**config.mk**
```make
export PLATFORM = sky130hd
export DESIGN_NAME = mux_sel_scanner
export DESIGN_NICKNAME = d
export VERILOG_FILES = /design/src/rtl/mux_sel_scanner_pkg.sv /design/src/rtl/scan_settle_timer.sv /design/src/rtl/mux_sel_scanner.sv
export SDC_FILE = /design/constraint.sdc
export NUM_CORES = 1
export LEC_CHECK = 0
export ABC_AREA = 1
export CAP_MARGIN = 20
export CORE_MARGIN = 4
export CORE_UTILIZATION = 48
export CTS_CLUSTER_SIZE = 40
export DETAILED_ROUTE_END_ITERATION = 16
export PLACE_DENSITY = 0.77
export SLEW_MARGIN = 25
export SYNTH_ARGS = -nofsm -noshare
export SYNTH_HDL_FRONTEND = slang
export SYNTH_SLANG_ARGS = --single-unit
```
**constraint.sdc**
```tcl
create_clock -name clk -period 1.7 [get_ports clk]
set_input_delay 0.17 -clock clk [delete_from_list [all_inputs] [get_ports clk]]
set_output_delay 0.17 -clock clk [all_outputs]
set_load 0.01 [all_outputs]
```
**src/rtl/mux_sel_scanner_pkg.sv**
```systemverilog
// Shared definitions for the mux select scanner: FSM state encoding and settle counter width.
package mux_sel_scanner_pkg;

  // Wide enough for the largest settle window (15 cycles).
  localparam int unsigned SettleCntW = 4;

  typedef enum logic [1:0] {
    StIdle   = 2'd0,
    StDrive  = 2'd1,
    StSample = 2'd2,
    StDone   = 2'd3
  } scan_state_e;

endpackage

```
**src/rtl/scan_settle_timer.sv**
```systemverilog
// Loadable down-counter that flags when the settle window is in its final cycle (count == 1).
module scan_settle_timer
  import mux_sel_scanner_pkg::*;
(
  input  logic                  clk,
  input  logic                  rst_n,
  input  logic                  load,
  input  logic                  dec,
  input  logic [SettleCntW-1:0] load_val,
  output logic                  hit
);

  logic [SettleCntW-1:0] cnt_q, cnt_d;

  always_comb begin
    cnt_d = cnt_q;
    if (load) begin
      cnt_d = load_val;
    end else if (dec && (cnt_q != '0)) begin
      cnt_d = cnt_q - 1'b1;
    end
  end

  always_ff @(posedge clk) begin
    if (!rst_n) begin
      cnt_q <= '0;
    end else begin
      cnt_q <= cnt_d;
    end
  end

  assign hit = (cnt_q == SettleCntW'(1));

endmodule

```
**src/rtl/mux_sel_scanner.sv**
```systemverilog
// Sweeps every select code of a 4x1 mux function stage, samples f_in and checks the truth table.
// Optional SCAN_FIRSTERR_EN adds first_err_vld/first_err_idx reporting the lowest mismatching bit.
module mux_sel_scanner
  import mux_sel_scanner_pkg::*;
#(
  parameter int unsigned N_SEL      = 2,
  parameter int unsigned SETTLE_CYC = 1,
  localparam int unsigned TT_W      = 1 << N_SEL
) (
  input  logic             clk,
  input  logic             rst_n,
  input  logic             start,
  input  logic [TT_W-1:0]  expected,
  input  logic             f_in,
  output logic [N_SEL-1:0] sel_out,
  output logic             busy,
  output logic             done,
  output logic [TT_W-1:0]  tt_word,
  output logic             match
`ifdef SCAN_FIRSTERR_EN
  ,
  output logic             first_err_vld,
  output logic [N_SEL-1:0] first_err_idx
`endif
);

  scan_state_e      state_q, state_d;
  logic [N_SEL-1:0] idx_q, idx_d;
  logic [TT_W-1:0]  tt_q, tt_d;
  logic [TT_W-1:0]  exp_q, exp_d;
  logic             match_q, match_d;
  logic             tmr_load, tmr_dec, tmr_hit;
  logic             last_idx;

  assign last_idx = (idx_q == N_SEL'(TT_W - 1));

  scan_settle_timer u_settle (
    .clk      (clk),
    .rst_n    (rst_n),
    .load     (tmr_load),
    .dec      (tmr_dec),
    .load_val (SettleCntW'(SETTLE_CYC)),
    .hit      (tmr_hit)
  );

  always_comb begin
    state_d  = state_q;
    idx_d    = idx_q;
    tt_d     = tt_q;
    exp_d    = exp_q;
    match_d  = match_q;
    tmr_load = 1'b0;
    tmr_dec  = 1'b0;
    unique case (state_q)
      StIdle: begin
        if (start) begin
          exp_d    = expected;
          tt_d     = '0;
          match_d  = 1'b0;
          idx_d    = '0;
          tmr_load = 1'b1;
          state_d  = StDrive;
        end
      end
      StDrive: begin
        tmr_dec = 1'b1;
        if (tmr_hit) begin
          state_d = StSample;
        end
      end
      StSample: begin
        tt_d[idx_q] = f_in;
        if (last_idx) begin
          // Compare against the final word so match is valid while done is high.
          match_d = (tt_d == exp_q);
          state_d = StDone;
        end else begin
          idx_d    = idx_q + 1'b1;
          tmr_load = 1'b1;
          state_d  = StDrive;
        end
      end
      StDone: begin
        state_d = StIdle;
      end
      default: begin
        state_d = StIdle;
      end
    endcase
  end

  always_ff @(posedge clk) begin
    if (!rst_n) begin
      state_q <= StIdle;
      idx_q   <= '0;
      tt_q    <= '0;
      exp_q   <= '0;
      match_q <= 1'b0;
    end else begin
      state_q <= state_d;
      idx_q   <= idx_d;
      tt_q    <= tt_d;
      exp_q   <= exp_d;
      match_q <= match_d;
    end
  end

`ifdef SCAN_FIRSTERR_EN
  logic             fe_vld_q, fe_vld_d;
  logic [N_SEL-1:0] fe_idx_q, fe_idx_d;
  logic [TT_W-1:0]  diff;
  logic             scan_vld;
  logic [N_SEL-1:0] scan_idx;

  assign diff = tt_d ^ exp_q;

  // Walk downward so the lowest mismatching index is the one left standing.
  always_comb begin
    scan_vld = 1'b0;
    scan_idx = '0;
    for (int i = TT_W - 1; i >= 0; i--) begin
      if (diff[i]) begin
        scan_vld = 1'b1;
        scan_idx = N_SEL'(i);
      end
    end
  end

  always_comb begin
    fe_vld_d = fe_vld_q;
    fe_idx_d = fe_idx_q;
    if ((state_q == StIdle) && start) begin
      fe_vld_d = 1'b0;
      fe_idx_d = '0;
    end else if ((state_q == StSample) && last_idx) begin
      fe_vld_d = scan_vld;
      fe_idx_d = scan_idx;
    end
  end

  always_ff @(posedge clk) begin
    if (!rst_n) begin
      fe_vld_q <= 1'b0;
      fe_idx_q <= '0;
    end else begin
      fe_vld_q <= fe_vld_d;
      fe_idx_q <= fe_idx_d;
    end
  end

  assign first_err_vld = fe_vld_q;
  assign first_err_idx = fe_idx_q;
`endif

  // idx only advances on the SAMPLE->DRIVE edge, so sel_out is stable across a whole step.
  assign sel_out = ((state_q == StDrive) || (state_q == StSample)) ? idx_q : '0;
  assign busy    = (state_q != StIdle);
  assign done    = (state_q == StDone);
  assign tt_word = tt_q;
  assign match   = match_q;

endmodule

```
# Word-level counts from Yosys, hierarchy flattened
# Cells that the tools add are included.
[op_classes]
mux = 22
order_cmp = 2
n_reduce_logical = 14
add_sub_neg = 2
bitwise = 1
eq_ne = 10
[ops]
columns = ["cell", "count"]
rows = [
  ["$mux W2", 6],
  ["$mux W1", 8],
  ["$ne A2 B2 Y1 const B", 4],
  ["$pmux W2 S4", 1],
  ["$pmux W4 S2", 1],
  ["$eq A2 B2 Y1 const B", 3],
  ["$reduce_and A2 Y1", 3],
  ["$reduce_and A3 Y1", 2],
  ["$reduce_bool A2 Y1", 3],
  ["$bwmux W4", 1],
  ["$eq A4 B1 Y1 const B", 1],
  ["$eq A4 B4 Y1", 1],
  ["$mux W4", 1],
  ["$pmux W1 S2", 2],
  ["$pmux W2 S2", 1],
  ["$reduce_bool A4 Y1", 1],
  ["$sub A4 B1 Y4 const B", 1],
  ["$lt A2 B3 Y1 const B", 1],
  ["$add A2 B1 Y2 const B", 1],
  ["$demux W1 S2", 1],
  ["$eq A2 B1 Y1 const B", 1],
  ["$ge A2 B1 Y1 const B", 1],
  ["$logic_and A1 B1 Y1", 2],
  ["$logic_not A2 Y1", 1],
  ["3 further kinds", 3],
]
[word_totals]
regBits = 17
input_bits = 8
out_inout_bits = 9

# Longest topological paths before layout
[logic_depth]
ltp_word = 8
depth_mapped = 9

# Hierarchy
# Synthesis repeated with hierarchy kept, for this count alone.
[unflattened]
cells_unflattened = 167
area_unflattened_um2 = 1128.6
[by_module_without_submodules]
columns = ["mod", "cells_per_inst", "area_per_inst_um2", "instances"]
rows = [
  ["mux_sel_scanner", 126, 832.0, 1],
  ["scan_settle_timer", 41, 296.5, 1],
]

# Worst setup path after synthesis
# No wires, ideal clock.
[synth_path]
path_kind = "flip-flop to flip-flop"
from = "reg state_q[0]"
to = "reg u_settle.cnt_q[0]"
setup_ps = 117
t_arrival_ps = 1190
synth_period_minus_slack_ps = 1308
path_stages_with_launch = 9
path_slack_ps = 392
path_buffers = 0
cell_sequence = "dfxtp_1 -> inv_1 -> ha_1 -> inv_1 -> nor2_1 -> nor2_1 -> o21ai_0 -> a21oi_1 -> nor2_1"
[synth_via]
elab_chain_cells = 4
[synth_rtl]
columns = ["element", "line_no", "rtl"]
rows = [
  ["start: declaration", "mux_sel_scanner.sv:27", "scan_state_e state_q, state_d;"],
  ["start signal: assignment", "mux_sel_scanner.sv:94", "state_q <= StIdle;"],
  ["start signal: assignment", "mux_sel_scanner.sv:100", "state_q <= state_d;"],
  ["$eq A2 B1 Y1", "mux_sel_scanner.sv:54", "unique case (state_q)"],
  ["$mux W1", "mux_sel_scanner.sv:54", ""],
  ["$logic_and A1 B1 Y1", "scan_settle_timer.sv:19", "end else if (dec && (cnt_q != '0)) begin"],
  ["$reduce_bool A2 Y1 (no source line)", "-", ""],
  ["end signal: assignment", "scan_settle_timer.sv:28", "cnt_q <= cnt_d;"],
  ["end: declaration", "scan_settle_timer.sv:13", "logic [SettleCntW-1:0] cnt_q, cnt_d;"],
]
# Parallel ways exist; a longest one is shown, timed or not.
# A chain may end at the register's enable or synchronous reset.

# Worst setup path after layout
[layout_path]
from = "reg state_q[0]"
to = "out sel_out[1]"
[layout_via]
elab_chain_cells = 3
[layout_rtl]
columns = ["element", "line_no", "rtl"]
rows = [
  ["$eq A2 B1 Y1 or $eq A2 B2 Y1 (tied branches)", "mux_sel_scanner.sv:156", "assign sel_out = ((state_q == StDrive) || (state_q == StSample)) ? idx_q : '0;"],
  ["$logic_or A1 B1 Y1 (*)", "mux_sel_scanner.sv:156", ""],
  ["$mux W2 (*)", "mux_sel_scanner.sv:156", ""],
  ["end: declaration", "mux_sel_scanner.sv:15", "output logic [N_SEL-1:0] sel_out,"],
]
# Every way passes the cells marked *; elsewhere a longest branch is shown, timed or not.

==> summary.md <==
| Metric | Value |
|---|---|
| Outcome | `finished clean` |
| Die area | `2930 um2` |
| Fraction of power consumed by sequential logic | `a little over a third` |
| CTS clock-pin slew for the worst setup and hold paths | `approximately 0.10 ns` |
| Largest net degree at the start of global routing | `11` |
| CP Max Fanout | `4` |
| Post-Synth Adder-Cell Area | `around 13%` |
| Fillers | `189` |
| Final min period | `1.59 ns` |
| Top cell type's share of synthesized area | `approximately 33%` |
| YS warnings | `0` |
| Core area | `2000 um2` |
| Clock share of power | `a little over an eighth` |
| Synthesized area | `1020 um2` |
| CP Class | `flop to primary output` |
| Multiplexer share of the synthesized area | `0%` |
| TritonCTS clock tree | `yes` |
| PwrDens | `about 1300 nW/um2` |
| Worst skew pair latency | `roughly 0.3 ns` |
| Post-synthesis simple-gate area fraction | `about 29%` |
| RSZ-0062 raised after global routing | `no` |
| Net Count, Synth | `between 150 and 200` |
| Clock Skew | `approximately 0.0021 ns` |
| Dpl ws | `about 0.14 ns` |
| Final nets | `roughly 190` |
| Commonest cells in the netlist | `nand2_1, inv_1, dfxtp_1` |
| Post-synth EDFFs | `0` |
| Hold_sp | `expected[2]` |
| Total negative slack | `0 ns` |
| DRC violations left | `0` |
| Detail Placement HPWL | `1710 um` |
| CTS Root Cell | `clkbuf_4` |
| Final setup margin | `around 0.11 ns` |
| Largest cells by area after synthesis | `dfxtp_1, ha_1, nand2_1, a21oi_1, inv_1` |
| Setup crit end | `sel_out[1]` |
| Worst slew pin tran | `approximately 0.32 ns` |
| Drt wl/cell | `~11 um` |
| Clock Sinks | `17` |
| Register-to-Register Setup Slack | `0.26 ns` |
| Slew margin rel. | `78.6%` |
| N_diodes | `0` |
| Final hold vios | `0` |
| Part of the cycle the worst path needs | `93.5%` |
| Drt via density | `4.81` |
| Post-CTS Setup Inserts | `0` |
| Fmax | `~0.63 GHz` |
| Max IR drop VDD | `around 0.0008 V` |
| Global route total overflow | `0` |
| Cells after Synth | `between 100 and 150` |
| First-pass GRT wire length | `a little under 4000 um` |
| GP Congestion | `0.857` |
| Sw frac | `a little under half` |
| Crit end category | `primary output` |
| Worst min-delay path category | `input pin to flop` |
| Worst Setup SP | `state_q[0]` |
| Initial antenna violation count | `0` |
| I/O Pins | `17` |
| Setup violators final | `0` |
| Synth cell types | `16` |
| CTS Buffer Depth | `2` |
| Routed via count | `943` |
| R2r endpoint | `u_settle.cnt_q[2]` |
| Worst Path Required | `approximately 1.5 ns` |
| Die width | `approximately 54 um` |
| Critical Path Start Type | `flop` |
| Compound-Gate Fraction of Synth Area | `14.9%` |
| Die height | `54.2 um` |
| Port bufs | `16` |
| First DRT Iteration DRCs | `9` |
| CTS Buf Count | `3` |
| Reg2reg path depth | `9` |
| Largest family of logic cells by synthesized area | `simple AND/OR/NAND/NOR gates` |
| Total track usage | `a little under a fifth` |
| Switching power total | `0.000765 W` |
| Synth area leader | `dfxtp_1` |
| Syn avg cell area | `between 6 and 7 um2` |
| Initial Util | `51.1%` |
| Synth Area in XOR/XNOR | `0%` |
| Post-Route WL | `2180 um` |
| Reg-to-Reg Start | `state_q[0]` |
| Std-Cell Rows | `16` |
| Post-DRT Antenna Nets | `0` |
| Crit path DAT | `1.42 ns` |
| Max Cap Violations | `0` |
| Pre-antenna DRT Iters | `4` |
| Sequential fraction of the synthesis area | `approximately a third` |
| Async SR Flop Fraction | `0%` |
| Combinational fraction of design power | `51.6%` |
| Fin. max-slew vios | `0` |
| Register bit total from synthesis | `17` |
| Most frequent cell after synthesis | `nand2_1` |
| LEAKAGE | `approximately 0.56 nW` |
| H-tree depth | `1` |
| Most used DFF post-synth | `dfxtp_1` |
| Internal cell power | `between 0.0009 and 0.001 W` |
| Layout cell share with drive strength beyond 1 | `around 10%` |
| Vias in the first global route | `929` |
| Layout area overhead | `22.3%` |
what timing repair did:
action                     4_1_cts  5_1_grt
setup endpoints to repair        3        0
gates resized for setup          5        0
hold buffers                     0        0
critical path, cell delays in order, from the launching register on:
cell	delay (ns)
dfxtp_2	0.37
inv_1	0.07
ha_1	0.30
nand2_1	0.07
inv_1	0.03
dlygate4sd2_1	0.27
worst min-delay path by stage:
stage	to	slack, ns	cells after the start
2_1_floorplan	state_q[1]	0.29	2
5_1_grt	exp_q[2]	0.49	3
3_5_place_dp	tt_word[2]	0.48	2
6_report	exp_q[2]	0.49	3
3_3_place_gp	tt_word[0]	0.47	2
4_1_cts	exp_q[2]	0.48	3
registers in the layout, indices dropped and copies added, names as in the netlist:
| name | flops |
|---|---|
| u_settle.cnt_q | 4 |
| idx_q | 2 |
| tt_word | 4 |
| exp_q | 4 |
| state_q | 2 |
| match | 1 |
kinds of logic (layout without fill, tap and decap cells):
| group | Yosys count | count (layout) |
|---|---|---|
| AOI/OAI and AO/OA | 29 | 29 |
| adders and majority gates | 11 | 11 |
| buffers and inverters | 26 | 47 |
| DFF | 17 | 17 |
| and+or+nand+nor | 65 | 65 |
per-layer routing:
metal | global-route usage [%] | vias up | part of all wire, %
met5 | 0 | - | 0
met4 | 8.71 | 0 | 2.1
met3 | 2.77 | 5 | 4.3
met2 | 31.3 | 20 | 45
met1 | 22.1 | 402 | 48
li1 | - | 516 | -
power by group through the flow:
stage | Sequential [W] | Clock (W) | Combinational [W]
global route | 0.000600 | 0.000251 | 0.00101
global placement | 0.000586 | 0 | 0.000849
detailed placement | 0.000591 | 0 | 0.000877
CTS | 0.000584 | 0.000235 | 0.000865
finish | 0.000585 | 0.000225 | 0.000865
floorplan | 0.000566 | 0 | 0.000657
layout make-up:
type | instances | area [um2] | area share (%)
clock buffers | 3 | 22.5 | 1.80
clock inverters | 1 | 5.00 | 0.400
inverters | 26 | 97.6 | 7.81
multi-input cells | 105 | 584 | 46.7
flip-flops and latches | 17 | 343 | 27.4
well taps | 27 | 33.8 | 2.70
repair buffers | 17 | 164 | 13.1
cells in the final DEF, fill, tap and decap left out, drive strengths merged:
cell type      netlist  layout
inv                 25      25
a21oi               16      16
a211oi               2       2
clkdlybuf4s50        0      13
a22oi                1       1
nor2                18      18
clkinv               1       2
nand3               12      12
dlygate4sd2          0       3
clkbuf               0       3
o21ai               10      10
buf                  0       1
nand2               33      33
ha                  11      11
nor3b                2       2
dfxtp               17      17
stage by stage:
step	hold slack, ns	instance area (um2)	total power (W)	util [%]	std cells
6_report	0.487	1250	0.00167	62.4	196
5_1_grt	0.491	1250	0.00186	62.4	196
4_1_cts	0.480	1250	0.00168	62.4	196
3_5_place_dp	0.476	1220	0.00147	61.1	192
3_3_place_gp	0.469	1220	0.00144	61.1	192
2_1_floorplan	0.291	1020	0.00122	-	148
Note: power is estimated with default switching activity, not from simulation.
